===== config.mk =====
export PLATFORM = sky130hd
export DESIGN_NAME = cu_param
export DESIGN_NICKNAME = d
export VERILOG_FILES = /design/src/rtl/cu_param.sv
export SDC_FILE = /design/constraint.sdc
export NUM_CORES = 1
export LEC_CHECK = 0
export ABC_AREA = 1
export CAP_MARGIN = 5
export CORE_MARGIN = 4
export CORE_UTILIZATION = 43
export DETAILED_ROUTE_END_ITERATION = 12
export PLACE_DENSITY_LB_ADDON = 0.15
export SETUP_SLACK_MARGIN = 0.02
export SYNTH_ARGS = -nofsm -noshare
export SYNTH_HDL_FRONTEND = slang
export SYNTH_SLANG_ARGS = --single-unit

===== constraint.sdc =====
create_clock -name clock -period 1.35 [get_ports clock]
set_input_delay 0.135 -clock clock [delete_from_list [all_inputs] [get_ports clock]]
set_output_delay 0.135 -clock clock [all_outputs]
set_load 0.02 [all_outputs]

===== src/rtl/cu_param.sv =====
// Purpose : parametrised fetch/decode/execute control unit for the accumulator datapath.
// Latency : START 1, FETCH MEM_LAT+1, DECODE 1, LOAD/ADD/SUB MEM_LAT+1, others 1 (IN/HALT wait on Enter).
// Backpress: none; IN and HALT stall until an Enter rising edge, memory wait states are fixed by MEM_LAT.
//
// Ports:
//   clock, reset           rising-edge clock, synchronous active-high reset
//   Enter                  board switch level; only its rising edge is acted on
//   Aeq0, Apos             A register status flags used by JZ / JPOS
//   IR[OPW-1:0]            opcode field of the instruction register
//   IRload, JMPmux, PCload, Meminst, MemWr, Aload, Sub, Halt, Asel[1:0]
//                          datapath controls decoded from the current state
//   illegal_op             sticky flag: an opcode >= 10 reached DECODE
//   state_o[3:0]           current state encoding for debug

module cu_param #(
  parameter int OPW       = 4,
  parameter int MEM_LAT   = 1,
  parameter int RESUME_EN = 1
) (
  input  logic           clock,
  input  logic           reset,
  input  logic           Enter,
  input  logic           Aeq0,
  input  logic           Apos,
  input  logic [OPW-1:0] IR,
  output logic           IRload,
  output logic           JMPmux,
  output logic           PCload,
  output logic           Meminst,
  output logic           MemWr,
  output logic           Aload,
  output logic           Sub,
  output logic           Halt,
  output logic [1:0]     Asel,
  output logic           illegal_op,
  output logic [3:0]     state_o
);

  typedef enum logic [3:0] {
    S_START  = 4'd0,
    S_FETCH  = 4'd1,
    S_DECODE = 4'd2,
    S_LOAD   = 4'd3,
    S_STORE  = 4'd4,
    S_ADD    = 4'd5,
    S_SUB    = 4'd6,
    S_IN     = 4'd7,
    S_JZ     = 4'd8,
    S_JPOS   = 4'd9,
    S_HALT   = 4'd10,
    S_JMP    = 4'd11,
    S_NOP    = 4'd12
  } state_t;

  localparam logic [OPW-1:0] OP_LOAD  = OPW'(0);
  localparam logic [OPW-1:0] OP_STORE = OPW'(1);
  localparam logic [OPW-1:0] OP_ADD   = OPW'(2);
  localparam logic [OPW-1:0] OP_SUB   = OPW'(3);
  localparam logic [OPW-1:0] OP_IN    = OPW'(4);
  localparam logic [OPW-1:0] OP_JZ    = OPW'(5);
  localparam logic [OPW-1:0] OP_JPOS  = OPW'(6);
  localparam logic [OPW-1:0] OP_HALT  = OPW'(7);
  localparam logic [OPW-1:0] OP_JMP   = OPW'(8);
  localparam logic [OPW-1:0] OP_NOP   = OPW'(9);
  localparam logic [OPW-1:0] OP_ILL   = OPW'(10);

  // MEM_LAT=0 still needs a 1-bit counter; it simply never leaves 0.
  localparam int             CW       = (MEM_LAT > 0) ? $clog2(MEM_LAT + 1) : 1;
  localparam logic [CW-1:0]  CNT_LAST = CW'(MEM_LAT);

  state_t        state, state_nxt;
  logic [CW-1:0] cnt;
  logic          enter_q;
  logic          last;
  logic          enter_edge;
  logic          op_bad;

  assign last       = (cnt == CNT_LAST);
  assign enter_edge = Enter & ~enter_q;
  assign op_bad     = (IR >= OP_ILL);
  assign state_o    = state;

  always_ff @(posedge clock) begin
    if (reset) begin
      state      <= S_START;
      cnt        <= '0;
      enter_q    <= 1'b0;
      illegal_op <= 1'b0;
    end else begin
      state   <= state_nxt;
      enter_q <= Enter;
      // Counter restarts on every state change so each multi-cycle state
      // sees 0..MEM_LAT; it saturates in states that idle.
      if (state_nxt != state) begin
        cnt <= '0;
      end else if (!last) begin
        cnt <= cnt + 1'b1;
      end
      if (state == S_DECODE && op_bad) begin
        illegal_op <= 1'b1;
      end
    end
  end

  always_comb begin
    state_nxt = state;
    IRload    = 1'b0;
    JMPmux    = 1'b0;
    PCload    = 1'b0;
    Meminst   = 1'b0;
    MemWr     = 1'b0;
    Aload     = 1'b0;
    Sub       = 1'b0;
    Halt      = 1'b0;
    Asel      = 2'b00;

    case (state)
      S_START: state_nxt = S_FETCH;
      S_FETCH: begin
        Meminst = 1'b1;
        if (last) begin
          IRload    = 1'b1;
          PCload    = 1'b1;
          state_nxt = S_DECODE;
        end
      end
      S_DECODE: begin
        case (IR)
          OP_LOAD:  state_nxt = S_LOAD;
          OP_STORE: state_nxt = S_STORE;
          OP_ADD:   state_nxt = S_ADD;
          OP_SUB:   state_nxt = S_SUB;
          OP_IN:    state_nxt = S_IN;
          OP_JZ:    state_nxt = S_JZ;
          OP_JPOS:  state_nxt = S_JPOS;
          OP_HALT:  state_nxt = S_HALT;
          OP_JMP:   state_nxt = S_JMP;
          OP_NOP:   state_nxt = S_NOP;
          default:  state_nxt = S_HALT;  // illegal opcode traps
        endcase
      end
      S_LOAD: begin
        Asel = 2'b10;
        if (last) begin
          Aload     = 1'b1;
          state_nxt = S_START;
        end
      end
      S_STORE: begin
        MemWr     = 1'b1;
        state_nxt = S_START;
      end
      S_ADD, S_SUB: begin
        Asel = 2'b00;
        Sub  = (state == S_SUB);
        if (last) begin
          Aload     = 1'b1;
          state_nxt = S_START;
        end
      end
      S_IN: begin
        Asel = 2'b01;
        // Only a fresh press counts; a switch already high on entry is ignored.
        if (enter_edge) begin
          Aload     = 1'b1;
          state_nxt = S_START;
        end
      end
      S_JZ: begin
        JMPmux    = Aeq0;
        PCload    = Aeq0;
        state_nxt = S_START;
      end
      S_JPOS: begin
        JMPmux    = Apos;
        PCload    = Apos;
        state_nxt = S_START;
      end
      S_JMP: begin
        JMPmux    = 1'b1;
        PCload    = 1'b1;
        state_nxt = S_START;
      end
      S_NOP: state_nxt = S_START;
      S_HALT: begin
        Halt = 1'b1;
        if (RESUME_EN != 0 && enter_edge) begin
          state_nxt = S_START;
        end
      end
      default: state_nxt = S_START;
    endcase
  end

endmodule


==> flow_metrics.py, run 1 <==
metrics = {
    "cts": {
        "cts_buffers": 3,
        "clock_sinks": 7,
        "htreeDepth": 1,
        "holdBufCountCts": 0,
        "clockBufferDepth": 2,
        "root_buffer": "clkbuf_4",
    },
    "status": {
        "firstError": "[ERROR DPL-0038] Utilization greater than 100%, impossible to legalize",
        "lastStage": "5_1_grt",
        "outcome": "did not finish",
    },
    "global_routing": {
        "grt_max_degree": 7,
    },
    "synth": {
        "synth_area_leader_cell": "dfxtp_1",
        "synth_edf_count": 0,
        "synthCells": 109,
        "synth_ff_type": "dfxtp_1",
        "ys_seq_elements": 7,
        "syn_area_um2": 656.9,
        "async_flop_share_pct": 0,
        "yosys_warnings": 0,
        "avgSynthCellArea_um2": 6.026,
        "synth_most_common_cell": "nor2_1",
        "synth_common_cells": "nor2_1 (20), inv_1 (16), nand2_1 (16)",
        "synth_nets": 122,
        "yosysSeqAreaShare_pct": 21.33,
        "ys_top_cells_by_area": "dfxtp_1 (21%), nor2_1 (11%), inv_1 (9.1%), nand2_1 (9.1%), ha_1 (7.6%)",
        "netlist.area_leader.share_pct": 21.33,
        "ys_types": 20,
    },
    "die": {
        "die_y_um": 47.09,
        "num_rows": 13,
        "initial_core_util_pct": 48.08,
        "dieWidth_um": 47.09,
        "io_pins": 24,
    },
    "place": {
        "hpwl_um": 1790,
        "gp_congestion": 0.8930,
        "portBuffers": 23,
    },
    "sta": {
        "grt_repair_worst_endpoint": "cnt$_SDFF_PP0_/D",
        "worst_path_end_type": "register data pin",
    },
}
-- through the flow --
step	setup TNS [ns]	util, %	std cells	area, µm²	setup slack (ns)
after CTS	-0.1560	93.50	191	1277	-0.05100
after detailed placement	-3.744	86.72	182	1185	-0.3788
after global placement	-2.952	86.72	182	1185	-0.3340
after floorplan	0	-	109	673.1	0.01941
-- logic make-up after synthesis --
group | Yosys count | synth area share, %
buffers and inverters | 23 | 14.67
adders and majority gates | 4 | 7.619
and+or+nand+nor | 61 | 43.43
AOI/OAI and AO/OA | 14 | 12.95
DFF | 7 | 21.33
-- timing repair --
| action | in CTS |
|---|---|
| setup endpoints to repair | 20 |
| gates resized for setup | 75 |
| pin swaps | 11 |
| setup buffers | 5 |
==> run 2: changes to the inputs <==
Settings changed: CORE_AREA from default to 4 4 65 67, CORE_MARGIN 4 to default, CORE_UTILIZATION 43 to default, DIE_AREA from default to 0 0 69 71, SETUP_SLACK_MARGIN 0.02 to default.
==> run 2 against run 1 <==
Against the previous run:
- area after synthesis is the same
- the flow now finishes, with violations (negative setup slack)
- synthesized cell count is the same
==> flow_metrics.py, run 2 <==
metrics = {
    "synth": {
        "synth_edf_count": 0,
        "synth_most_common_cell": "nor2_1",
        "synth_ff_type": "dfxtp_1",
        "avgSynthCellArea_um2": 6.026,
        "synth_area_leader_cell": "dfxtp_1",
        "ys_top_cells_by_area": "dfxtp_1 (21%), nor2_1 (11%), inv_1 (9.1%), nand2_1 (9.1%), ha_1 (7.6%)",
        "ys_types": 20,
        "netlist.area_leader.share_pct": 21.33,
        "syn_area_um2": 656.9,
        "yosys_warnings": 0,
        "yosysSeqAreaShare_pct": 21.33,
        "async_flop_share_pct": 0,
        "synth_common_cells": "nor2_1 (20), inv_1 (16), nand2_1 (16)",
        "synthCells": 109,
        "synth_nets": 122,
        "ys_seq_elements": 7,
    },
    "hold_path": {
        "timing.hold.worst_endpoint": "illegal_op$_SDFFE_PP0P_",
        "whs_path_depth": 2,
        "holdCritStartpoint": "illegal_op$_SDFFE_PP0P_",
        "hp-class": "register to register",
    },
    "final_layout": {
        "area_growth_pct": 111.4,
        "antennaDiodeCount": 0,
        "fin_cells": 225,
        "fillers": 408,
        "largest_reg_flops": 4,
        "final_net_count": 191,
        "layout_commonest_cell": "buf_4",
        "drive_gt1_share_pct": 53.67,
        "postLayoutCellArea_um2": 1389,
        "final_cell_mix": "buf_4 (40), nor2_1 (16), inv_1 (13), nand2_1 (12)",
        "final_core_util_pct": 38.22,
    },
    "sta": {
        "max_freq_mhz": 717.0,
        "fin_setup_tns_ns": -0.1207,
        "finClkSkew_ns": 0.002420,
        "fin_ws_ns": -0.04461,
        "slew_viol_final": 0,
        "final_hold_viol_count": 0,
        "fin_crit_ns": 1.395,
        "rsz0062_at_grt": "yes",
        "report.final.setup_viol": 4,
        "fin_crit_sh_pct": 103.3,
        "slew_headroom_pct": 82.60,
        "max_slew.worst_pin.slew_ns": 0.2599,
    },
    "status": {
        "violations": "negative setup slack",
        "outcome": "finished, violations left",
    },
    "power_and_ir_drop": {
        "combinationalPowerShare_pct": 46.4,
        "clkPwrFrac_pct": 29.3,
        "ir_drop_uv": 373.7,
        "switching_share_pct": 34.07,
        "power_density_nw_per_um2": 729.5,
        "switchingPower_uw": 345.2,
        "p_int_uw": 668.0,
        "pwr-share-seq_pct": 24.3,
        "p_leak_nw": 0.7496,
    },
    "cts": {
        "clockBufferDepth": 2,
        "cts_buffers": 3,
        "clkTransAtPathRegs_ns": 0.04,
        "clk_latency_ns": 0.23,
        "clock_sinks": 7,
        "htreeDepth": 1,
        "cts_tree": "yes",
        "root_buffer": "clkbuf_8",
    },
    "die": {
        "die_y_um": 71,
        "dieArea_um2": 4899,
        "num_rows": 22,
        "initial_core_util_pct": 18.08,
        "io_pins": 24,
        "core_region_area_um2": 3633,
        "dieWidth_um": 69,
    },
    "drt": {
        "wl_um": 2391,
        "drt_iter0_drc": 13,
        "wl_per_cell_um": 10.63,
        "vias": 885,
        "first_pass_iters": 4,
        "drc": 0,
        "via_per_inst": 3.933,
        "detail-route-antenna-nets": 0,
    },
    "setup_path": {
        "path_common_cell": "buf_6",
        "worstSetupPathType": "register to output pin",
        "path_buf_inv": 3,
        "cp-end-kind": "output pin",
        "crit_slowest_cell": "dfxtp_4",
        "path_cells": "inv_4, buf_6, nand2_4, nand3_2, nand2_2, a32o_2, buf_6",
        "cp_data_arrival_time_ns": 1.26,
        "r2r_end": "cnt$_SDFF_PP0_",
        "cp_slowest_stage_delay_ns": 0.36,
        "r2r_setup_slack_ns": -0.02,
        "cpLargestDelayFamily": "flip-flops",
        "worstReg2RegStart": "state_o[0]$_SDFF_PP0_",
        "cp_max_fo": 3,
        "cp.required_ns": 1.22,
        "reg2reg_depth": 9,
        "crit_path_start_kind": "register",
    },
    "place": {
        "hpwl_um": 1923,
        "dpl_cell_area_um2": 1234,
        "portBuffers": 23,
        "place_ws_ns": -0.3903,
        "gp_congestion": 0.8391,
        "dp.cells": 216,
    },
    "global_routing": {
        "grt_use_total_pct": 9.782,
        "grt_pass1_wl_um": 3939,
        "grt_pass1_vias": 927,
        "antenna_found_initial": 0,
        "grt-ovfl-total": 0,
        "grt_max_degree": 8,
    },
    "job": {
        "drv_cap": 0,
    },
}
[run 2: metrics by stage]
step	total power, mW	hold WS (ns)
3_5_place_dp	0.6643	0.4737
3_3_place_gp	0.6663	0.4653
6_report	1.013	0.4767
4_1_cts	0.9922	0.4844
5_1_grt	1.080	0.5082
2_1_floorplan	0.4365	0.2000
[run 2: area by class of cell]
type	instances	area (µm²)	area share [%]
inverter	21	81.33	5.856
clock buffer	4	45.04	3.243
sequential	7	155.1	11.17
timing repair buffer	66	531.8	38.29
tap	48	60.06	4.324
multi-input combinational	79	515.5	37.12
[run 2: cells by family (layout without fill, tap and decap cells)]
group                      count (synthesis)  count (layout)  share of synthesized area (%)
adders and majority gates                  4               4                          7.619
buffers and inverters                     23              91                          14.67
DFF                                        7               7                          21.33
AOI/OAI and AO/OA                         14              14                          12.95
and+or+nand+nor                           61              61                          43.43
[run 2: power groups by stage]
stage / combinational, mW / sequential, mW / clock (mW)
final: 0.471 / 0.246 / 0.297
after global routing: 0.520 / 0.249 / 0.311
after CTS: 0.441 / 0.247 / 0.304
after detailed placement: 0.415 / 0.250 / 0
after global placement: 0.416 / 0.250 / 0
after floorplan: 0.186 / 0.251 / 0
[run 2: worst max path at each step]
stage / from / to / slack [ns] / depth (start not counted)
4_1_cts: state_o[0]$_SDFF_PP0_ / PCload / -0.06 / 7
6_report: state_o[0]$_SDFF_PP0_ / Aload / -0.04 / 7
5_1_grt: state_o[0]$_SDFF_PP0_ / cnt$_SDFF_PP0_ / -0.19 / 13
3_5_place_dp: IR[0] / cnt$_SDFF_PP0_ / -0.39 / 12
2_1_floorplan: state_o[2]$_SDFF_PP0_ / Aload / 0.02 / 3
3_3_place_gp: IR[0] / cnt$_SDFF_PP0_ / -0.39 / 12
[run 2: worst register-to-register path, cell delays in order, from the launching register on]
cell and delay [ns]:
dfxtp_4 0.37, inv_4 0.05, buf_6 0.11, buf_4 0.13, nand3_2 0.09, a21oi_1 0.05, a21oi_1 0.22, nand3_1 0.11
nand3_1 0.09, nor2_1 0.05
[run 2: per-layer routing]
metal,vias up,track usage (%),routed length (µm)
met4,0,4.555,17
li1,478,-,-
met2,13,16.84,1184
met3,2,1.705,84
met1,392,11.80,1105
met5,-,0,0
[run 2: timing repair]
action | CTS | global route
endpoints found under the setup margin | 18 | 10
resized for setup | 71 | 15
buffers inserted | 3 | 2
hold buffers | 0 | 0
gates cloned | 0 | 0
pin swaps | 12 | 12
No activity file was read; power rests on OpenSTA's default activity.
==> run 3: changes to the inputs <==
--- a/config.mk
+++ b/config.mk
@@ -7,5 +7,5 @@
 export LEC_CHECK = 0
 export ABC_AREA = 1
-export CAP_MARGIN = 5
+export CAP_MARGIN = 20
 export CORE_AREA = 4 4 65 67
 export DETAILED_ROUTE_END_ITERATION = 12
==> constraint.sdc (replaced) <==
create_clock -name clock -period 1.35 [get_ports clock]
set_input_delay 0.3375 -clock clock [delete_from_list [all_inputs] [get_ports clock]]
set_output_delay 0.3375 -clock clock [all_outputs]
set_load 0.02 [all_outputs]
==> run 3 against run 2 <==
Against the previous run:
- the run still ends with negative setup slack left
- global-route usage is 0.44 points higher
- largest power group unchanged
- clock power about the same
- clock skew is 0.00069 ns lower
==> flow_metrics.py, run 3 (synthesized netlist as in run 2, its figures left out) <==
metrics = {
    "final_layout": {
        "layout_commonest_cell": "buf_4",
        "fillers": 396,
        "fin_cells": 239,
        "area_growth_pct": 150.3,
        "drive_gt1_share_pct": 64.40,
        "final_core_util_pct": 45.25,
        "largest_reg_flops": 4,
        "final_net_count": 205,
        "antennaDiodeCount": 0,
        "final_cell_mix": "buf_4 (44), buf_6 (24), nor2_1 (12), nand2_1 (10)",
    },
    "global_routing": {
        "grt_use_total_pct": 10.22,
        "grt-ovfl-total": 0,
        "antenna_found_initial": 0,
        "grt_max_degree": 7,
        "grt_pass1_vias": 962,
        "grt_pass1_wl_um": 4181,
    },
    "die": {
        "io_pins": 24,
        "core_region_area_um2": 3633,
        "num_rows": 22,
        "dieArea_um2": 4899,
        "dieWidth_um": 69,
        "die_y_um": 71,
        "initial_core_util_pct": 18.08,
    },
    "sta": {
        "finClkSkew_ns": 0.001726,
        "final_hold_viol_count": 0,
        "fin_crit_sh_pct": 118.9,
        "max_slew.worst_pin.slew_ns": 0.2228,
        "fin_ws_ns": -0.2555,
        "slew_headroom_pct": 84.99,
        "fin_crit_ns": 1.605,
        "slew_viol_final": 0,
        "max_freq_mhz": 622.9,
        "report.final.setup_viol": 14,
        "rsz0062_at_grt": "yes",
    },
    "setup_path": {
        "cp.required_ns": 1.01,
        "cpLargestDelayFamily": "buffers and inverters",
        "cp_slowest_stage_delay_ns": 0.47,
        "crit_slowest_cell": "clkdlybuf4s50_1",
        "worstSetupPathType": "input port to output pin",
        "reg2reg_depth": 12,
        "cp_data_arrival_time_ns": 1.27,
        "path_buf_inv": 3,
        "cp_num_cells": 5,
        "cp_max_fo": 2,
        "path_cells": "clkdlybuf4s50_1, nand4_1, buf_4, nand3_4, buf_6",
        "cp-end-kind": "output pin",
        "crit_path_start_kind": "input port",
    },
    "power_and_ir_drop": {
        "power_density_nw_per_um2": 656.0,
        "p_leak_nw": 0.8365,
        "ir_drop_uv": 392.3,
    },
    "drt": {
        "drc": 0,
        "wl_um": 2685,
        "via_per_inst": 4.192,
        "vias": 1002,
        "wl_per_cell_um": 11.23,
        "detail-route-antenna-nets": 0,
        "first_pass_iters": 4,
        "drt_iter0_drc": 15,
    },
    "cts": {
        "clk_latency_ns": 0.23,
        "clkTransAtPathRegs_ns": 0.04,
        "clock_sinks": 7,
        "root_buffer": "clkbuf_8",
        "cts_buffers": 3,
        "htreeDepth": 1,
        "clockBufferDepth": 2,
        "cts_tree": "yes",
    },
    "job": {
        "drv_cap": 0,
    },
    "place": {
        "hpwl_um": 1929,
        "gp_congestion": 0.7958,
        "dp.cells": 220,
        "portBuffers": 23,
    },
    "status": {
        "violations": "negative setup slack",
        "outcome": "finished, violations left",
    },
    "hold_path": {
        "hp-class": "register to register",
        "whs_path_depth": 2,
    },
}
-- run 3: changes by cell type in the layout (fill, tap and decap cells not counted), sizes merged --
cell,change
buf,+16
clkdlybuf4s50,-5
dlygate4sd2,+3
-- run 3: cell type report --
| class | instances | area (µm²) | share of cell area (%) |
|---|---|---|---|
| Timing Repair Buffer | 80 | 704.4 | 42.85 |
| Multi-Input combinational cell | 79 | 590.6 | 35.92 |
| Sequential cell | 7 | 155.1 | 9.437 |
| Inverter | 21 | 88.84 | 5.403 |
| Tap cell | 48 | 60.06 | 3.653 |
| Clock buffer | 4 | 45.04 | 2.740 |
-- run 3: path summary, 6_finish.rpt --
kind                           startpoint                       to  slack (ns)
hold reg to reg   illegal_op$_SDFFE_PP0P_  illegal_op$_SDFFE_PP0P_        0.46
hold / removal    illegal_op$_SDFFE_PP0P_  illegal_op$_SDFFE_PP0P_        0.46
setup reg to reg    state_o[2]$_SDFF_PP0_           cnt$_SDFF_PP0_       -0.09
setup / recovery                     Aeq0                   PCload       -0.26
-- run 3: repair_timing --
| item | in CTS | in global routing |
|---|---|---|
| endpoints found under the hold margin | 0 | 0 |
| pin swaps | 23 | 20 |
| resized for setup | 109 | 33 |
| hold buffers | 0 | 0 |
| buffers inserted | 11 | 9 |
| endpoints found under the setup margin | 21 | 16 |
-- run 3: metrics by stage --
stage | setup slack (ns) | total power, mW | area [µm²] | TNS [ns] | hold slack, ns
2_1_floorplan | -0.06237 | 0.4450 | 694.4 | -0.1198 | 0.4002
3_3_place_gp | -0.6622 | 0.6828 | 1281 | -7.466 | 0.4667
3_5_place_dp | -0.6869 | 0.6805 | 1281 | -7.557 | 0.4729
4_1_cts | -0.2510 | 1.025 | 1481 | -1.905 | 0.4764
5_1_grt | -0.3172 | 1.150 | 1644 | -2.724 | 0.4960
6_report | -0.2555 | 1.079 | 1644 | -1.740 | 0.4628
-- run 3: power breakdown --
part           switching (mW)  internal (mW)
sequential             0.0259          0.224
clock                  0.0904          0.204
combinational           0.259          0.275
total                   0.375          0.703
-- run 3: routing by layer --
layer  track usage [%]  up-vias  routed length, µm
li1                  -      506                  -
met1             12.56      467               1163
met2             17.69       22               1386
met3             1.563        7                 86
met4             4.338        0                 48
met5                 0        -                  0
-- run 3: tightest hold or removal path, delay by kind of cell (launching register included) --
family | cells | cell delay, ns
flops | 1 | 0.32
simple gates | 2 | 0.11
